===== src/rtl/pio_pkg.sv =====
// pio_pkg
//   Shared definitions for the pio command path: action codes, the stream
//   frame length and the frame-assembly FSM state encoding.
package pio_pkg;

  localparam logic [3:0] ACT_NOP   = 4'h0;
  localparam logic [3:0] ACT_INSTR = 4'h1;
  localparam logic [3:0] ACT_END   = 4'hF;

  localparam int FRAME_LEN = 6;

  localparam logic [2:0] ST_HDR   = 3'd0;
  localparam logic [2:0] ST_IDX   = 3'd1;
  localparam logic [2:0] ST_D0    = 3'd2;
  localparam logic [2:0] ST_D1    = 3'd3;
  localparam logic [2:0] ST_D2    = 3'd4;
  localparam logic [2:0] ST_D3    = 3'd5;
  localparam logic [2:0] ST_ISSUE = 3'd6;

  // NOP and END frames are consumed by the loader itself; everything else
  // goes out on the pio command bus.
  function automatic logic act_issues(input logic [3:0] act);
    return (act != ACT_NOP) && (act != ACT_END);
  endfunction

endpackage


===== src/rtl/pio_frame_timeout.sv =====
// pio_frame_timeout
//   Inter-byte idle counter for the stream loader. Counts enabled cycles and
//   raises expire combinationally on the enabled cycle that would reach
//   TIMEOUT_CYC; the count clears itself on that same edge.
// Ports
//   clk     in   clock
//   reset   in   synchronous active-high reset
//   clr     in   clear the count (handshake, or not inside a frame)
//   en      in   count this cycle (inside a frame, no handshake)
//   expire  out  this cycle completes TIMEOUT_CYC idle cycles
module pio_frame_timeout #(
  parameter int TIMEOUT_CYC = 250000,
  parameter int TO_W        = 18
) (
  input  logic clk,
  input  logic reset,
  input  logic clr,
  input  logic en,
  output logic expire
);

  localparam logic [TO_W-1:0] LAST = TO_W'(TIMEOUT_CYC - 1);

  logic [TO_W-1:0] cnt;

  assign expire = en && (cnt == LAST);

  always_ff @(posedge clk) begin
    if (reset || clr || expire) begin
      cnt <= '0;
    end else if (en) begin
      cnt <= cnt + TO_W'(1);
    end
  end

endmodule


===== src/rtl/pio_stream_loader.sv =====
// pio_stream_loader
//   Byte-stream front end for pio. Assembles 6-byte command frames
//   (B0={act,mi,00}, B1={xxx,idx}, B2..B5=din LSB first) and issues each as a
//   one-cycle command on the pio action/mindex/index/din bus. NOP frames are
//   dropped, END frames set the sticky done flag. A frame stalled between
//   bytes for TIMEOUT_CYC cycles is discarded with a one-cycle err pulse.
// Ports
//   clk        in   clock shared with pio
//   reset      in   synchronous active-high reset
//   in_data    in   stream byte
//   in_valid   in   in_data valid
//   in_ready   out  byte accepted when in_valid & in_ready
//   action     out  pio action, non-zero for one cycle per issued frame
//   mindex     out  pio machine index (held until next issue)
//   index      out  pio instruction/register index (held until next issue)
//   din        out  pio data word (held until next issue)
//   done       out  sticky, set by an END frame
//   err        out  one-cycle pulse on frame timeout
//   frame_cnt  out  number of issued frames, wraps at 256
module pio_stream_loader
  import pio_pkg::*;
#(
  parameter int TIMEOUT_CYC = 250000,
  parameter int TO_W        = 18
) (
  input  logic        clk,
  input  logic        reset,
  input  logic [7:0]  in_data,
  input  logic        in_valid,
  output logic        in_ready,
  output logic [3:0]  action,
  output logic [1:0]  mindex,
  output logic [4:0]  index,
  output logic [31:0] din,
  output logic        done,
  output logic        err,
  output logic [7:0]  frame_cnt
);

  logic [2:0]  state;
  logic [3:0]  act_p0;
  logic [1:0]  mi_p0;
  logic [4:0]  idx_p0;
  logic [31:0] din_p0;
  logic        vld_p0;
  logic        hs;
  logic        in_frame;
  logic        to_expire;

  assign in_ready = (state != ST_ISSUE);
  assign hs       = in_valid && in_ready;
  assign in_frame = (state >= ST_IDX) && (state <= ST_D3);
  assign vld_p0   = (state == ST_ISSUE);

  pio_frame_timeout #(
    .TIMEOUT_CYC (TIMEOUT_CYC),
    .TO_W        (TO_W)
  ) u_timeout (
    .clk    (clk),
    .reset  (reset),
    .clr    (!in_frame || hs),
    .en     (in_frame && !hs),
    .expire (to_expire)
  );

  // ---- stage p0: byte capture and frame sequencing
  always_ff @(posedge clk) begin
    if (reset) begin
      state  <= ST_HDR;
      act_p0 <= '0;
      mi_p0  <= '0;
      idx_p0 <= '0;
      din_p0 <= '0;
      err    <= 1'b0;
    end else begin
      // The timeout only fires on a cycle without a handshake, so the two
      // branches below never compete.
      err <= to_expire;
      if (to_expire) begin
        state <= ST_HDR;
      end else if (hs) begin
        case (state)
          ST_HDR: begin
            act_p0 <= in_data[7:4];
            mi_p0  <= in_data[3:2];
            state  <= ST_IDX;
          end
          ST_IDX: begin
            idx_p0 <= in_data[4:0];
            state  <= ST_D0;
          end
          ST_D0: begin
            din_p0[7:0] <= in_data;
            state       <= ST_D1;
          end
          ST_D1: begin
            din_p0[15:8] <= in_data;
            state        <= ST_D2;
          end
          ST_D2: begin
            din_p0[23:16] <= in_data;
            state         <= ST_D3;
          end
          ST_D3: begin
            din_p0[31:24] <= in_data;
            state         <= ST_ISSUE;
          end
          default: state <= ST_HDR;
        endcase
      end else if (vld_p0) begin
        state <= ST_HDR;
      end
    end
  end

  // ---- stage p1: command issue onto the pio bus
  always_ff @(posedge clk) begin
    if (reset) begin
      action    <= ACT_NOP;
      mindex    <= '0;
      index     <= '0;
      din       <= '0;
      done      <= 1'b0;
      frame_cnt <= '0;
    end else begin
      action <= ACT_NOP;
      if (vld_p0) begin
        if (act_issues(act_p0)) begin
          action    <= act_p0;
          mindex    <= mi_p0;
          index     <= idx_p0;
          din       <= din_p0;
          frame_cnt <= frame_cnt + 8'd1;
        end else if (act_p0 == ACT_END) begin
          done <= 1'b1;
        end
      end
    end
  end

endmodule


===== config.mk =====
export PLATFORM = sky130hd
export DESIGN_NAME = pio_stream_loader
export DESIGN_NICKNAME = d
export VERILOG_FILES = /design/src/rtl/pio_pkg.sv /design/src/rtl/pio_frame_timeout.sv /design/src/rtl/pio_stream_loader.sv
export SDC_FILE = /design/constraint.sdc
export NUM_CORES = 1
export LEC_CHECK = 0
export CAP_MARGIN = 20
export CELL_PAD_IN_SITES_DETAIL_PLACEMENT = 0
export CELL_PAD_IN_SITES_GLOBAL_PLACEMENT = 1
export CORE_MARGIN = 2
export CORE_UTILIZATION = 46
export CTS_BUF_LIST = sky130_fd_sc_hd__clkbuf_8
export DETAILED_ROUTE_END_ITERATION = 10
export PLACE_DENSITY_LB_ADDON = 0.1
export SLEW_MARGIN = 0
export SYNTH_ARGS = -nofsm -noshare
export SYNTH_HDL_FRONTEND = slang
export SYNTH_HIERARCHICAL = 1
export SYNTH_SLANG_ARGS = --single-unit

===== constraint.sdc =====
create_clock -name clk -period 7.8 [get_ports clk]
set_input_delay 0.78 -clock clk [delete_from_list [all_inputs] [get_ports clk]]
set_output_delay 0.78 -clock clk [all_outputs]
set_load 0.05 [all_outputs]

Word level (Yosys, flattened, before mapping)
Cells that the tools add are included.
Widths: inputs -> output; s select.
{"block": "totals", "reg_bits": 117, "input_bits": 11, "out_inout_bits": 54, "wordCells": 59}
{"block": "classes", "addsub": 2, "n_lt_le_gt_ge": 2, "n_eq_ne": 10, "mux": 3, "bitwise": 3, "reduce_logical": 23}
{"cell": "$reduce_and 3->1", "n": 7}
{"cell": "$add 18x1->18 const B", "n": 1}
{"cell": "$eq 18x18->1 const B", "n": 1}
{"cell": "$pmux 3 s6", "n": 1}
{"cell": "$eq 3x3->1 const B", "n": 3}
{"cell": "$add 8x1->8 const B", "n": 1}
{"cell": "$eq 3x2->1 const B", "n": 2}
{"cell": "$mux 3", "n": 2}
{"cell": "$logic_and 1x1->1", "n": 5}
{"cell": "$eq 4x4->1 const B", "n": 1}
{"cell": "$ne 4x4->1 const B", "n": 1}
{"cell": "$reduce_bool 4->1", "n": 1}
{"cell": "$eq 3x1->1 const B", "n": 1}
{"cell": "$ge 3x1->1 const B", "n": 1}
{"cell": "$le 3x3->1 const B", "n": 1}
{"cell": "$logic_not 3->1", "n": 1}
{"cell": "$logic_or 1x1->1", "n": 3}
{"cell": "$ne 3x3->1 const B", "n": 1}
{"cell": "$not 1->1", "n": 3}
{"cell": "$reduce_or 3->1", "n": 1}
{"cell": "$logic_not 1->1", "n": 2}
{"cell": "$reduce_and 2->1", "n": 1}
{"cell": "$reduce_bool 2->1", "n": 1}
{"cell": "$reduce_or 2->1", "n": 1}

Longest topological paths before layout
Gate-level depths: netlist of run 1.
{"block": "logic_depth", "depth_word": 7, "ltp_mapped": 12, "mapped_depth_nobuf": 9}

Cells and area by module
The synthesis of run 1 kept the hierarchy.
{"module": "pio_stream_loader", "n_inst": 1, "cells_per_inst": 417, "area_per_inst_um2": 3749.8, "seq_area_each_um2": 1981.9}
{"module": "pio_frame_timeout", "n_inst": 1, "cells_per_inst": 100, "area_per_inst_um2": 907.1, "seq_area_each_um2": 360.3}

Worst setup path after synthesis of run 1
Ideal clock, no wire load.
{"block": "synth_path", "path_type": "in2reg", "from": "in in_valid", "to": "reg din_p0[23]", "setup_time_ps": 128, "arrival_time_ps": 2596, "required_time_ps": 7672, "slack_ps": 5077, "stages": 11, "n_path_buf": 2, "path_cell_list": "a21oi_1 > o31a_1 > nand4_4 > or2_4 > nor3_1 > buf_2 > nor3b_2 > nand3b_1 > buf_2 > mux2i_1 > nor2_1"}
{"block": "synth_via", "elab_chain_cells": 6}
{"element": "start: declaration", "line_no": "pio_stream_loader.sv:29", "rtl": "input logic in_valid,"}
{"element": "$logic_and 1x1->1", "line_no": "pio_stream_loader.sv:51", "rtl": "assign hs = in_valid && in_ready;"}
{"element": "$logic_not 1->1", "line_no": "pio_stream_loader.sv:62", "rtl": ".en (in_frame && !hs),"}
{"element": "$logic_and 1x1->1", "line_no": "pio_stream_loader.sv:62"}
{"element": "$logic_and 1x1->1", "line_no": "pio_frame_timeout.sv:26", "rtl": "assign expire = en && (cnt == LAST);"}
{"element": "named net to_expire", "line_no": "pio_stream_loader.sv:48", "rtl": "logic to_expire;"}
{"element": "$not 1->1 (no source line)"}
{"element": "$reduce_and 3->1 (no source line)"}
{"element": "end signal: assignment", "line_no": "pio_stream_loader.sv:101", "rtl": "din_p0[23:16] <= in_data;"}
{"element": "end: declaration", "line_no": "pio_stream_loader.sv:44", "rtl": "logic [31:0] din_p0;"}
The timed path passes the listed nets, and every way through them passes these cells.
A chain may end at the register's enable or synchronous reset.

Worst setup path after layout of run 1
{"block": "layout_path", "from": "in in_valid", "to": "reg din_p0[21]"}
Same word-level chain as after synthesis.

==> results.json, run 1 <==
{
  "cts_root_buf": "clkbuf_8",
  "clk_path_buf_depth": 2,
  "drc": 0,
  "port_buffers": 64,
  "clk_pin_slew_worst_paths_ns": 0.07,
  "nFillCells": 948,
  "post_cts_buffers": 0,
  "netSwitchingPower_mw": 0.270,
  "cts_resized": 0,
  "whs_endpoint": "din[22]",
  "ff2ff_path_depth": 8,
  "ant_nets": 0,
  "drv_slew": 0,
  "rrSetupSlack_ns": 4.26,
  "hold_viol": 0,
  "end_kind": "flop",
  "ys_async_sr_fraction_pct": 0,
  "r2r-end": "din_p0[21]",
  "row_count": 36,
  "nets": 583,
  "synth_edf_count": 0,
  "final.setup.worst_slack_ns": 3.86,
  "arrival_ns": 4.21,
  "routed_via_density": 5.01,
  "grt_use_total_pct": 18.7,
  "required_ns": 8.07,
  "synth_flop_cell": "dfxtp_1",
  "yosys-top-cells-count": "117 x dfxtp_1, 105 x nand2_1, 61 x a21oi_1",
  "hold_start": "din_p0[22]",
  "syn_avg_cell_area_um2": 9.01,
  "synth_top_area_cell": "dfxtp_1",
  "synth_top_area_share_pct": 50.3,
  "netlist-cell-type-count": 47,
  "drv_cap": 0,
  "cts_hold_buf": 0,
  "skew_ns": 0.00567,
  "dp_worst_setup_slack_ns": 3.42,
  "swShare_pct": 22.2,
  "gp_congestion": 0.770,
  "dr.pass1.iters": 4,
  "synth-warning-count": 6,
  "syn_area_um2": 4660,
  "layout_worst_path_cycle_share_pct": 50.6,
  "ir_drop_uv": 112,
  "final.min_clock_period_ns": 3.94,
  "internal_power_mw": 0.946,
  "wire_per_inst_um": 13.7,
  "numCtsBuffers": 17,
  "die_y_um": 105,
  "antenna_cells": 0,
  "startpoint": "in_valid",
  "slew_headroom_pct": 31.0,
  "max_freq_mhz": 254,
  "worst_pin_slew_ns": 1.04,
  "clk_latency_ns": 0.43,
  "clock_sinks": 117,
  "io_pins": 65,
  "hp-class": "reg -> reg",
  "r2r-start": "state[0]",
  "synthTopCellsByArea": "dfxtp_1 50%, nand2_1 8.5%, a21oi_1 6.6%, mux2i_1 6.4%, nor2_1 4.5%",
  "dieArea_um2": 10900,
  "first_iter_violations": 182,
  "grt_pass1_vias": 3313,
  "num_vias": 3582,
  "ys_seq_area_share_pct": 50.3,
  "syn_to_final_growth_pct": 22.3,
  "yosysMostFrequentCell": "dfxtp_1",
  "antenna_found_initial": 0,
  "clock_power_share_pct": 45.8,
  "status": "finished clean",
  "cts_tree": "done",
  "grt_overflow": 0,
  "leakagePower_nw": 1.97,
  "dp_hpwl_um": 6270,
  "power_frac_comb_pct": 3.9,
  "grt_pass1_wl_um": 16200,
  "power_density_nw_per_um2": 214,
  "htreeDepth": 4,
  "worstSetupStartpointType": "input pin",
  "grt_start_max_net_pins": 104,
  "routed_wl_um": 9790,
  "holdPathStages": 2,
  "syn_inst": 517,
  "rsz0062_at_grt": "false",
  "p_seq_share_pct": 50.3,
  "worstSetupPathType": "in -> reg",
  "path_max_fanout": 17,
  "initial_core_util_pct": 47.4,
  "dieWidth_um": 105,
  "finalSetupTns_ns": 0,
  "synth_nets": 530,
  "ys_ff_latch": 117,
  "setup-violations-final": 0,
  "coreArea_um2": 9820,
  "drive_gt1_share_pct": 9.11
}
## power by group through the flow
stage | Combinational, mW | Clock (mW) | Sequential, mW
global route | 0.0528 | 0.601 | 0.612
global placement | 0.0476 | 0 | 0.625
CTS | 0.0481 | 0.572 | 0.611
detailed placement | 0.0481 | 0 | 0.625
finish | 0.0475 | 0.557 | 0.611
floorplan | 0.0365 | 0 | 0.620
## through the flow
step / power, mW / hold WS [ns] / std cells / cell area [um2] / utilization [%]
after floorplan: 0.657 / 0.431 / 517 / 4660 / -
after global placement: 0.672 / 0.437 / 684 / 5300 / 53.9
after detailed placement: 0.673 / 0.445 / 684 / 5300 / 53.9
after CTS: 1.23 / 0.455 / 715 / 5700 / 58.0
after global routing: 1.27 / 0.469 / 715 / 5700 / 58.0
final: 1.22 / 0.453 / 715 / 5700 / 58.0
## state kept, by name (all words and copies together), names as in the netlist
name / flops
u_timeout/cnt: 18
done: 1
din: 32
err: 1
state: 3
frame_cnt: 8
idx_p0: 5
act_p0: 4
mi_p0: 2
mindex: 2
index: 5
action: 4
din_p0: 32
## cell families (layout without fill, tap and decap cells)
kind of cell	count (synthesis)	in the layout	synth area share [%]
AOI/OAI and AO/OA	71	71	8.57
xor gates and xnor gates	18	18	3.39
adders and majority gates	2	2	0.537
buffers and inverters	39	104	4.81
DFF	117	117	50.3
muxes	32	32	6.93
and+or+nand+nor	238	238	25.5
## routing by layer
metal	global-route usage (%)	share of wire, %	wire [um]	vias up
met1	24.0	48	4730	1664
met5	0	0	0	-
met3	6.86	3.8	370	8
met4	6.57	0.78	76	0
li1	-	-	-	1853
met2	29.2	47	4610	57
## how the worst max path moves through the flow
stage / to / depth (start not counted) / slack, ns
2_1_floorplan: din_p0[23] / 11 / 5.08
3_3_place_gp: din_p0[16] / 10 / 3.62
5_1_grt: din_p0[21] / 10 / 3.51
6_report: din_p0[21] / 10 / 3.86
3_5_place_dp: din_p0[19] / 10 / 3.42
4_1_cts: din_p0[19] / 10 / 3.88
## cell type report
| cell class | count | area [um2] | area share (%) |
|---|---|---|---|
| Timing Repair Buffer | 69 | 673 | 11.8 |
| Clock inverter | 12 | 138 | 2.42 |
| Clock buffer | 19 | 262 | 4.59 |
| Sequential cell | 117 | 2340 | 41.1 |
| Inverter | 4 | 17.5 | 0.308 |
| Tap cell | 133 | 166 | 2.92 |
| Multi-Input combinational cell | 361 | 2100 | 36.8 |
## placed cells by master, fill, tap and decap left out, types with 3 or more instances in the layout
cell type          n
dfxtp_1          117
xnor2_1           12
clkinv_2           5
mux2i_1           30
nor2_1            56
inv_1              5
nor4_1             8
and4_1             5
clkbuf_8          19
xor2_1             6
nand2_1          105
buf_4              5
nor3_1             4
a21oi_1           61
nand4_1            6
nand3_1           23
nor3b_2            5
nor2b_1            4
or4_1              3
o31ai_1            3
clkdlybuf4s50_1   63
bufinv_16          3
## critical path, stage by stage
cell and delay, ns:
clkdlybuf4s50_1 0.52, a21oi_1 0.16, o31a_1 0.34, nand4_4 0.18, or2_4 0.32, nor3_1 0.75, nor3b_2 0.32, nand3b_1 0.52
mux2i_1 0.24, nor2_1 0.06
(Power assumes the default switching activity.)
==> run 2, diff against run 1 <==
- CORE_UTILIZATION: 46 -> 39
- clock period: 7.8 -> 3.3 ns (I/O delays scaled with it)
==> run 2 against run 1 <==
Sequential power increased by 140%; via count rose by 1.9%; hold slack got worse by 0.0039 ns; worst setup slack lost 3.3 ns; die area rose by 17%; sequential share of layout area down 0.69 points; non-clock buffer count grew 5; utilization fell by 7.7 points.
==> results.json, run 2 (synthesized netlist as in run 1, its figures left out) <==
{
  "crit_family": "simple AND/OR/NAND/NOR gates",
  "cts_root_buf": "clkbuf_8",
  "initial_core_util_pct": 40.4,
  "drv_cap": 0,
  "grt_overflow": 0,
  "clk_path_buf_depth": 2,
  "layout_worst_path_cycle_share_pct": 83.7,
  "numCtsBuffers": 17,
  "status": "finished clean",
  "syn_to_final_growth_pct": 24.4,
  "arrival_ns": 3.04,
  "power_density_nw_per_um2": 520,
  "dp_worst_setup_slack_ns": 0.374,
  "final.min_clock_period_ns": 2.76,
  "final_util_pct": 50.3,
  "required_ns": 3.58,
  "cts_resized": 0,
  "nets": 588,
  "post_cts_buffers": 0,
  "multiInputGateArea_um2": 2100,
  "hold_viol": 0,
  "slew_headroom_pct": 38.8,
  "row_count": 39,
  "grt_start_max_net_pins": 73,
  "rsz0062_at_grt": "false",
  "dieWidth_um": 113,
  "critical-path-slowest-cell": "nor3b_2",
  "dp_hpwl_um": 6710,
  "die_y_um": 113,
  "wire_per_inst_um": 13.9,
  "routed_via_density": 4.99,
  "seq_area_um2": 2340,
  "clock_sinks": 117,
  "hp-class": "in -> reg",
  "max_stage_delay_ns": 0.74,
  "worst-path-buf-inv": 0,
  "max_freq_mhz": 362,
  "grt_pass1_wl_um": 17200,
  "skew_ns": 0.00524,
  "nFillCells": 1122,
  "path_max_fanout": 17,
  "port_buffers": 64,
  "crit_chain": "a21oi_1 > o31a_1 > nand4_4 > or2_4 > nor3_1 > nor3b_2 > nand2_1 > nand2_1 > a21oi_1",
  "antenna_found_initial": 0,
  "num_vias": 3651,
  "htreeDepth": 4,
  "cts_tree": "done",
  "grt_pass1_vias": 3525,
  "end_kind": "flop",
  "worstSetupPathType": "reg -> reg",
  "leakagePower_nw": 2.02,
  "cts_hold_buf": 0,
  "final_cell_mix": "117 x dfxtp_1, 105 x nand2_1, 63 x clkdlybuf4s50_1, 61 x a21oi_1, 56 x nor2_1",
  "ant_nets": 0,
  "drive_gt1_share_pct": 10.0,
  "reg_top3": "din (32), din_p0 (32), u_timeout/cnt (18)",
  "clk_latency_ns": 0.43,
  "final.setup.worst_slack_ns": 0.540,
  "dieArea_um2": 12800,
  "layout_commonest_cell": "dfxtp_1",
  "dr.pass1.iters": 4,
  "drc": 0,
  "gp_congestion": 0.742,
  "setup-violations-final": 0,
  "routed_wl_um": 10200,
  "first_iter_violations": 157,
  "ir_drop_uv": 214,
  "clk_pin_slew_worst_paths_ns": 0.07,
  "worst_pin_slew_ns": 0.914,
  "io_pins": 65,
  "finalSetupTns_ns": 0,
  "worstSetupStartpointType": "flop",
  "drv_slew": 0,
  "grt_use_total_pct": 17.0,
  "coreArea_um2": 11500,
  "antenna_cells": 0
}
run 2: path summary, 6_finish.rpt:
check	start	endpoint	slack (ns)	depth (start not counted)
setup / recovery	state[1]	din_p0[3]	0.54	9
setup reg to reg	state[1]	din_p0[3]	0.54	9
hold reg to reg	din[18]	din[18]	0.45	2
hold / removal	reset	din_p0[19]	0.45	2
run 2: power breakdown:
part           switching (mW)  leakage [nW]  internal, mW
registers              0.0187         0.944          1.43
clock network           0.556         0.234         0.893
logic                  0.0764         0.844        0.0430
run 2: per-layer routing:
| layer | track usage, % | part of all wire (%) | vias up |
|---|---|---|---|
| li1 | - | - | 1858 |
| met1 | 22.2 | 49 | 1709 |
| met2 | 26.1 | 45 | 67 |
| met3 | 5.09 | 4.2 | 17 |
| met4 | 7.07 | 1.8 | 0 |
| met5 | 0 | 0 | - |
run 2: cell type report:
cell class | instances | area share, %
multi-input cells | 361 | 36.2
well taps | 143 | 3.09
repair buffers | 74 | 12.3
clock inverters | 11 | 2.68
clock buffers | 21 | 4.99
inverters | 4 | 0.302
flip-flops and latches | 117 | 40.4
run 2: worst register-to-register path, stage by stage (launching register included):
cell and delay (ns):
dfxtp_1 0.58, a21oi_1 0.14, o31a_1 0.16, nand4_4 0.12, or2_4 0.17, nor3_1 0.08
nor3b_2 0.74, nand2_1 0.40, nand2_1 0.16, a21oi_1 0.08
run 2: stage by stage:
step                      hold WS [ns]  total power [mW]  cells  cell area [um2]
after floorplan                  0.431              1.55    517             4660
after global placement           0.443              1.60    699             5350
after detailed placement         0.446              1.60    699             5350
after CTS                        0.428              3.06    731             5790
after global routing             0.454              3.13    731             5790
final                            0.449              3.01    731             5790
